--- config.mk ---
export PLATFORM = sky130hd
export DESIGN_NAME = wb_grf_trace
export DESIGN_NICKNAME = d
export VERILOG_FILES = /design/src/rtl/wb_grf_trace.sv
export SDC_FILE = /design/constraint.sdc
export NUM_CORES = 2
export LEC_CHECK = 0
export ABC_AREA = 0
export CORE_ASPECT_RATIO = 0.6
export CORE_UTILIZATION = 60
export DETAILED_ROUTE_END_ITERATION = 8
export DONT_BUFFER_PORTS = 1
export GPL_ROUTABILITY_DRIVEN = 0
export PLACE_DENSITY_LB_ADDON = 0.2
export SETUP_SLACK_MARGIN = 0.15
export SLEW_MARGIN = 10
export SYNTH_ARGS = -nofsm -noshare
export SYNTH_HDL_FRONTEND = slang
export SYNTH_SLANG_ARGS = --single-unit
--- constraint.sdc ---
create_clock -name clk -period 12.25 [get_ports clk]
set_input_delay 3.0625 -clock clk [delete_from_list [all_inputs] [get_ports clk]]
set_output_delay 3.0625 -clock clk [all_outputs]
set_load 0.1 [all_outputs]
--- src/rtl/wb_grf_trace.sv ---
// Write-back register file (32 x 32, r0 hard-wired to zero) with a 4-entry commit trace FIFO.
// Optional macro GRF_BYPASS_EN forwards same-cycle write-back data onto the read ports.
module wb_grf_trace (
  input  logic        clk,
  input  logic        reset,
  input  logic        RegWriteW,
  input  logic [4:0]  RegAddrW,
  input  logic [31:0] RegDataW,
  input  logic [31:0] pcW,
  input  logic [4:0]  A1,
  input  logic [4:0]  A2,
  output logic [31:0] RD1,
  output logic [31:0] RD2,
  output logic        trace_valid,
  input  logic        trace_ready,
  output logic [31:0] trace_pc,
  output logic [4:0]  trace_addr,
  output logic [31:0] trace_data,
  output logic [7:0]  trace_drop
);

  typedef struct packed {
    logic [31:0] pc;
    logic [4:0]  addr;
    logic [31:0] data;
  } trace_entry_t;

  logic [31:0]  regs_q [32];
  logic [31:0]  regs_d [32];
  trace_entry_t fifo_q [4];
  trace_entry_t fifo_d [4];
  logic [1:0]   wr_ptr_q, wr_ptr_d;
  logic [1:0]   rd_ptr_q, rd_ptr_d;
  logic [2:0]   count_q, count_d;
  logic [7:0]   drop_q, drop_d;

  logic commit, full, empty, push, pop, drop;
  trace_entry_t head;

  always_comb begin
    // Commits seen while reset is held are ignored, including for forwarding.
    commit = RegWriteW && (RegAddrW != 5'd0) && reset;
    full   = (count_q == 3'd4);
    empty  = (count_q == 3'd0);
    pop    = !empty && trace_ready;
    push   = commit && (!full || pop);
    drop   = commit && full && !pop;

    regs_d = regs_q;
    if (commit) regs_d[RegAddrW] = RegDataW;

    fifo_d = fifo_q;
    if (push) fifo_d[wr_ptr_q] = '{pc: pcW, addr: RegAddrW, data: RegDataW};

    wr_ptr_d = wr_ptr_q + 2'(push);
    rd_ptr_d = rd_ptr_q + 2'(pop);
    count_d  = count_q + 3'(push) - 3'(pop);

    drop_d = drop_q;
    if (drop && (drop_q != 8'hFF)) drop_d = drop_q + 8'd1;
  end

  always_ff @(posedge clk or negedge reset) begin
    if (!reset) begin
      for (int i = 0; i < 32; i++) regs_q[i] <= '0;
      wr_ptr_q <= '0;
      rd_ptr_q <= '0;
      count_q  <= '0;
      drop_q   <= '0;
    end else begin
      regs_q   <= regs_d;
      wr_ptr_q <= wr_ptr_d;
      rd_ptr_q <= rd_ptr_d;
      count_q  <= count_d;
      drop_q   <= drop_d;
    end
  end

  // NOTE: FIFO storage is deliberately left unreset; an empty FIFO masks its contents,
  // whereas the register array must be cleared because its contents are architecturally visible.
  always_ff @(posedge clk) begin
    fifo_q <= fifo_d;
  end

  always_comb begin
    RD1 = (A1 == 5'd0) ? 32'd0 : regs_q[A1];
    RD2 = (A2 == 5'd0) ? 32'd0 : regs_q[A2];
`ifdef GRF_BYPASS_EN
    if (commit && (A1 == RegAddrW)) RD1 = RegDataW;
    if (commit && (A2 == RegAddrW)) RD2 = RegDataW;
`endif
  end

  always_comb begin
    head        = fifo_q[rd_ptr_q];
    trace_valid = !empty;
    trace_pc    = empty ? 32'd0 : head.pc;
    trace_addr  = empty ? 5'd0  : head.addr;
    trace_data  = empty ? 32'd0 : head.data;
    trace_drop  = drop_q;
  end

endmodule

==> Word-level counts from Yosys, hierarchy flattened <==
Index checks and enable logic that the tools add are counted.
{ "word_totals": {"reg_bits": 1315, "input_bits": 83, "elab_cells": 104} }
{ "op_classes": {"addsub": 5, "order_cmp": 7, "eq_ne": 2, "n_mux": 20, "bitwise": 5, "reduce_logical": 17} }
{ "op_table": {"columns": ["op", "n"], "rows": [
  ["$bwmux 1024", 1],
  ["$bmux 32 s5", 2],
  ["$mux 32", 9],
  ["$bwmux 276", 1],
  ["$mux 69", 3],
  ["$demux 32 s5", 1],
  ["$bmux 69 s2", 1],
  ["$demux 69 s2", 1],
  ["$ge 6x6->1 const B", 3],
  ["$not 5->6", 3],
  ["$logic_not 5->1", 2],
  ["$logic_and 1x1->1", 9],
  ["$add 8x1->8 const B", 1],
  ["$ne 8x8->1 const B", 1],
  ["$ge 3x3->1 const B", 2],
  ["$lt 6x1->1 const B", 1],
  ["$not 2->3", 2],
  ["$mux 5", 1],
  ["$reduce_bool 5->1", 1],
  ["$add 2x1->2", 2],
  ["$add 3x1->3", 1],
  ["$eq 3x3->1 const B", 1],
  ["$logic_not 1->1", 3],
  ["$logic_not 3->1", 1],
  ["3 further kinds", 3]
]} }

==> Depth between registers and ports, before layout <==
{ "logic_depth": {"depth_word": 7, "ltp_mapped": 10} }

==> Worst setup path after synthesis <==
Ideal clock, no wire load.
{ "synth_timing": {"kind": "input-to-output", "from": "in A2[0]", "to": "out RD2[11]", "arrival_time_ns": 7.109, "setup_slack_ns": 2.078, "path_stages": 6, "cell_sequence": "buf_4 -> buf_2 -> clkbuf_1 -> buf_2 -> a211oi_1 -> nor4_1"} }
{ "synth_via": {"elab_chain_cells": 5, "word_cells_on_any_way": 6, "cone_classes": "mux (4); bitwise (1); reduce/logical (1)"} }
{ "synth_lines": {"columns": ["item", "line_no", "rtl"], "rows": [
  ["from (decl)", "11", "input logic [4:0] A2,"],
  ["$not 5->6 (not written as such)", "87", "RD2 = (A2 == 5'd0) ? 32'd0 : regs_q[A2];"],
  ["$bmux 32 s5", "87", null],
  ["$mux 32 (not written as such) (2 in a row)", "87", null],
  ["$mux 32 *", "87", null],
  ["to (decl)", "13", "output logic [31:0] RD2,"]
]} }
Every way passes the cells marked *; elsewhere a longest branch is shown, timed or not. The select of a mux whose other input is x is not followed.

==> Final worst setup path <==
{ "layout_timing": {"from": "in A1[2]", "to": "out RD1[20]"} }
{ "layout_via": {"elab_chain_cells": 5, "word_cells_on_any_way": 6, "cone_classes": "mux (4); bitwise (1); reduce/logical (1)"} }
{ "layout_lines": {"columns": ["item", "line_no", "rtl"], "rows": [
  ["from (decl)", "10", "input logic [4:0] A1,"],
  ["$not 5->6 (not written as such)", "86", "RD1 = (A1 == 5'd0) ? 32'd0 : regs_q[A1];"],
  ["$bmux 32 s5", "86", null],
  ["$mux 32 (not written as such) (2 in a row)", "86", null],
  ["$mux 32 *", "86", null],
  ["to (decl)", "12", "output logic [31:0] RD1,"]
]} }
Marks and branches as above.

==> metrics.md <==
| Metric | Value |
|---|---|
| Setup TNS | 0 ns |
| Worst min path class | flip-flop to flip-flop |
| Via/cell ratio | between 7 and 8 |
| Seq/Total Area, Yosys | ~52% |
| Simple-Gate Fraction of Synth Area | 2.25% |
| Clock Path Buffers | 3 |
| Hold path startpoint | regs_q[1010] |
| Cts repair resizes | 0 |
| Status | complete, but fails checks |
| Commonest non-fill, non-tap cells in the layout | dfrtp_1 (1037), mux2_2 (963), mux4_2 (446), mux2i_1 (308), edfxtp_1 (276) |
| End of the worst hold path | regs_q[1010] |
| CP Max Fanout | 132 |
| CP Capture Type | output pin |
| Buffers added on ports | 0 |
| Final cell count without fillers | around 5500 |
| Post-Synthesis Cells | 4194 |
| Synth Area in XOR/XNOR | less than 1% |
| Reg clk slew, reported paths | 0.07 ns |
| Req. time, crit path | about 9.2 ns |
| CTS tree | yes |
| Antenna violations before repair | 4 |
| P_leak | just over 30 nW |
| Fin. max-slew vios | 69 |
| Post-Syn Area | ~0.066 mm^2 |
| Post-Route WL | 196000 um |
| Max Cap Violations | 0 |
| Tmin final | ~9.2 ns |
| Clock skew | between 0.02 and 0.025 ns |
| Net Switching | between 4 and 5 mW |
| Starting Density | between 60% and 70% |
| PD cells | roughly 180 mW/mm^2 |
| Fin. Hold Viols | 0 |
| DRT iter0 DRCs | 5526 |
| Post-synthesis mux area share | between 30% and 40% |
| Clock root cell | clkbuf_16 |
| Antenna-violating nets left | 0 |
| Failing checks | slew limit |
| Row count | a little over 90 |
| Slew margin rel. | -10.8% |
| Grt total ovfl | 0 |
| CP arrival | 6.15 ns |
| CTS Buf Count | between 100 and 150 |
| Achievable Freq | approximately 110 MHz |
| Dpl hpwl | approximately 110000 um |
| Setup CP Type | primary input to output pin |
| Synth Area in Compound Gates | under 10% |
| Syn_area_per_cell | 15.6 um^2 |
| Pin count of the biggest net entering global routing | 1044 |
| Worst IR Drop VDD | between 0.1 and 0.15 mV |
| Combinational share of power | between 20% and 30% |
| Post-synthesis adder-cell area fraction | 0.126% |
| Least-Margin Pin Slew | 1.66 ns |
| Period utilization | 75.2% |
| Internal power | 8.54 mW |
| Worst R2R Path Depth | 9 |
| Share of the synthesized area in the top cell type | a little under 40% |
| Vias in the first global route | slightly below 40000 |
| Flop-to-flop setup slack | 9.34 ns |
| Total GRT Usage | between 30% and 40% |
| Hold Crit Depth | 0 |
| Post-synthesis cell type count | 52 |
| Clock share of power | a little under a third |
| Commonest non-fill, non-tap cell in the layout | dfrtp_1 |
| Placed cells | between 5000 and 6000 |
| Number of synthesized register bits | 1315 |
| CP startpoint kind | primary input |
| Worst skew pair latency | a little under 0.8 ns |
| Die span in y | 258 um |
| First-pass GRT wire length | about 290000 um |
| Floorplan core area | roughly 0.11 mm^2 |
| Area grow syn2layout | 10.3% |
| RSZ-0062 raised after global routing | false |
| H-tree depth | 3 |
| Die width | 429 um |
| Combinational family with the most area after synthesis | multiplexers |
| Via count | roughly 41000 |
| WL/cell | 35.6 um |
| CTS Sinks | ~1300 |
| Seq pwr share | a little over two fifths |
| 1st-pass router iterations | 6 |
| Layout cells sized above 1 | between 40 and 50% |
| Ports | 225 |
| Post-Syn Nets | 4283 |
| Number of synthesized flops with an enable pin | 276 |
| Reg2reg start | count_q[2] |
| Nets | 4079 |
| Main flop type after synthesis | dfrtp_1 |
| Largest cells by area after synthesis | dfrtp_1 (40%), mux2_2 (17%), mux4_2 (15%), edfxtp_1 (13%), mux2i_1 (4.7%) |
| Ys async rst share | between 70% and 80% |
| CP Launch Point | A1[2] |
| Fill cells | ~7000 |
| Post-synth top area cell | dfrtp_1 |
| CTS Hold Bufs | 0 |
| Synthesis Warnings | 0 |
| Post-CTS Setup Repair Bufs | 0 |
| Die area | about 0.11 mm^2 |
| Switching share of total power | between 30 and 40% |
| RR Endpoint | count_q[2] |
| DRC | 0 |
| Final setup vio count | 0 |
[layer usage]
layer	global-route usage, %	up-vias	part of all wire (%)
met5	0	-	0.010
li1	-	15900	-
met1	54.7	21800	43
met4	10.4	2	3.0
met2	48.6	2492	42
met3	11.4	395	12
[synth_stat cells (5+ instances only)]
cell,n
edfxtp_1,276
a2111oi_0,32
and3_1,5
and2_1,76
mux2i_1,308
inv_1,5
nand2_1,13
a22oi_1,90
buf_1,20
xnor2_1,7
nor2b_1,19
a21oi_1,46
o21ai_0,13
mux2_1,32
buf_6,16
buf_4,36
dfrtp_1,1039
nor3_1,56
a22o_1,61
nor2_1,23
mux2_2,963
o22ai_1,51
a211oi_1,42
ha_1,5
mux4_2,446
o221ai_1,32
buf_2,136
clkbuf_1,247
nand3_1,13
nor4_1,13
mux2_4,30
[logic make-up after synthesis]
group / count (synthesis)
xor+xnor: 11
buf+inv: 463
flops: 1315
fa+ha+maj: 6
compound gates: 368
mux: 1779
simple gates: 252
[per-stage QoR]
step	worst slack [ns]	hold slack (ns)	utilization [%]	power, mW	area [um^2]
6_report	3.04	0.401	67.1	13.1	72400
5_1_grt	3.18	0.410	67.1	13.4	72400
4_1_cts	3.39	0.399	67.0	13.0	72200
3_5_place_dp	3.41	0.384	63.1	9.02	68100
3_3_place_gp	3.52	0.381	63.1	8.96	68100
2_1_floorplan	2.08	0.441	-	8.42	65600
[how the worst max path moves through the flow]
stage,endpoint,slack [ns],depth (start not counted)
after global routing,RD1[20],3.18,6
after detailed placement,RD1[20],3.41,6
after CTS,RD1[20],3.39,6
after global placement,RD1[20],3.52,6
after floorplan,RD2[11],2.08,6
final,RD1[20],3.04,6
[registers in the layout, summed over array words and instances, names as in the netlist]
register,flops
regs_q,1024
count_q,3
rd_ptr_q,2
fifo_q,276
trace_drop,8
wr_ptr_q,2
[worst max-delay path, stage by stage]
cell      delay [ns]
nand3b_1        0.99
buf_4           0.61
o221ai_1        0.22
a211oi_1        0.10
nor3_2          0.65
buf_16          0.25
[final cells by class]
class	instances	area, um^2	share of cell area (%)
multi-input cells	2416	29800	41.1
repair buffers	132	2390	3.30
clock buffers	165	3430	4.73
diodes	1	2.50	0.00346
flip-flops and latches	1315	34300	47.4
clock inverters	57	707	0.976
inverters	5	18.8	0.0259
well taps	1425	1780	2.46
[power groups by stage]
stage | Combinational, mW | Sequential (mW) | Clock (mW)
after detailed placement | 3.47 | 5.55 | 0
after floorplan | 3.05 | 5.37 | 0
after global placement | 3.44 | 5.53 | 0
after CTS | 3.48 | 5.47 | 4.03
after global routing | 3.68 | 5.55 | 4.20
final | 3.56 | 5.49 | 4.01
Power figures use the tool's default switching activity.
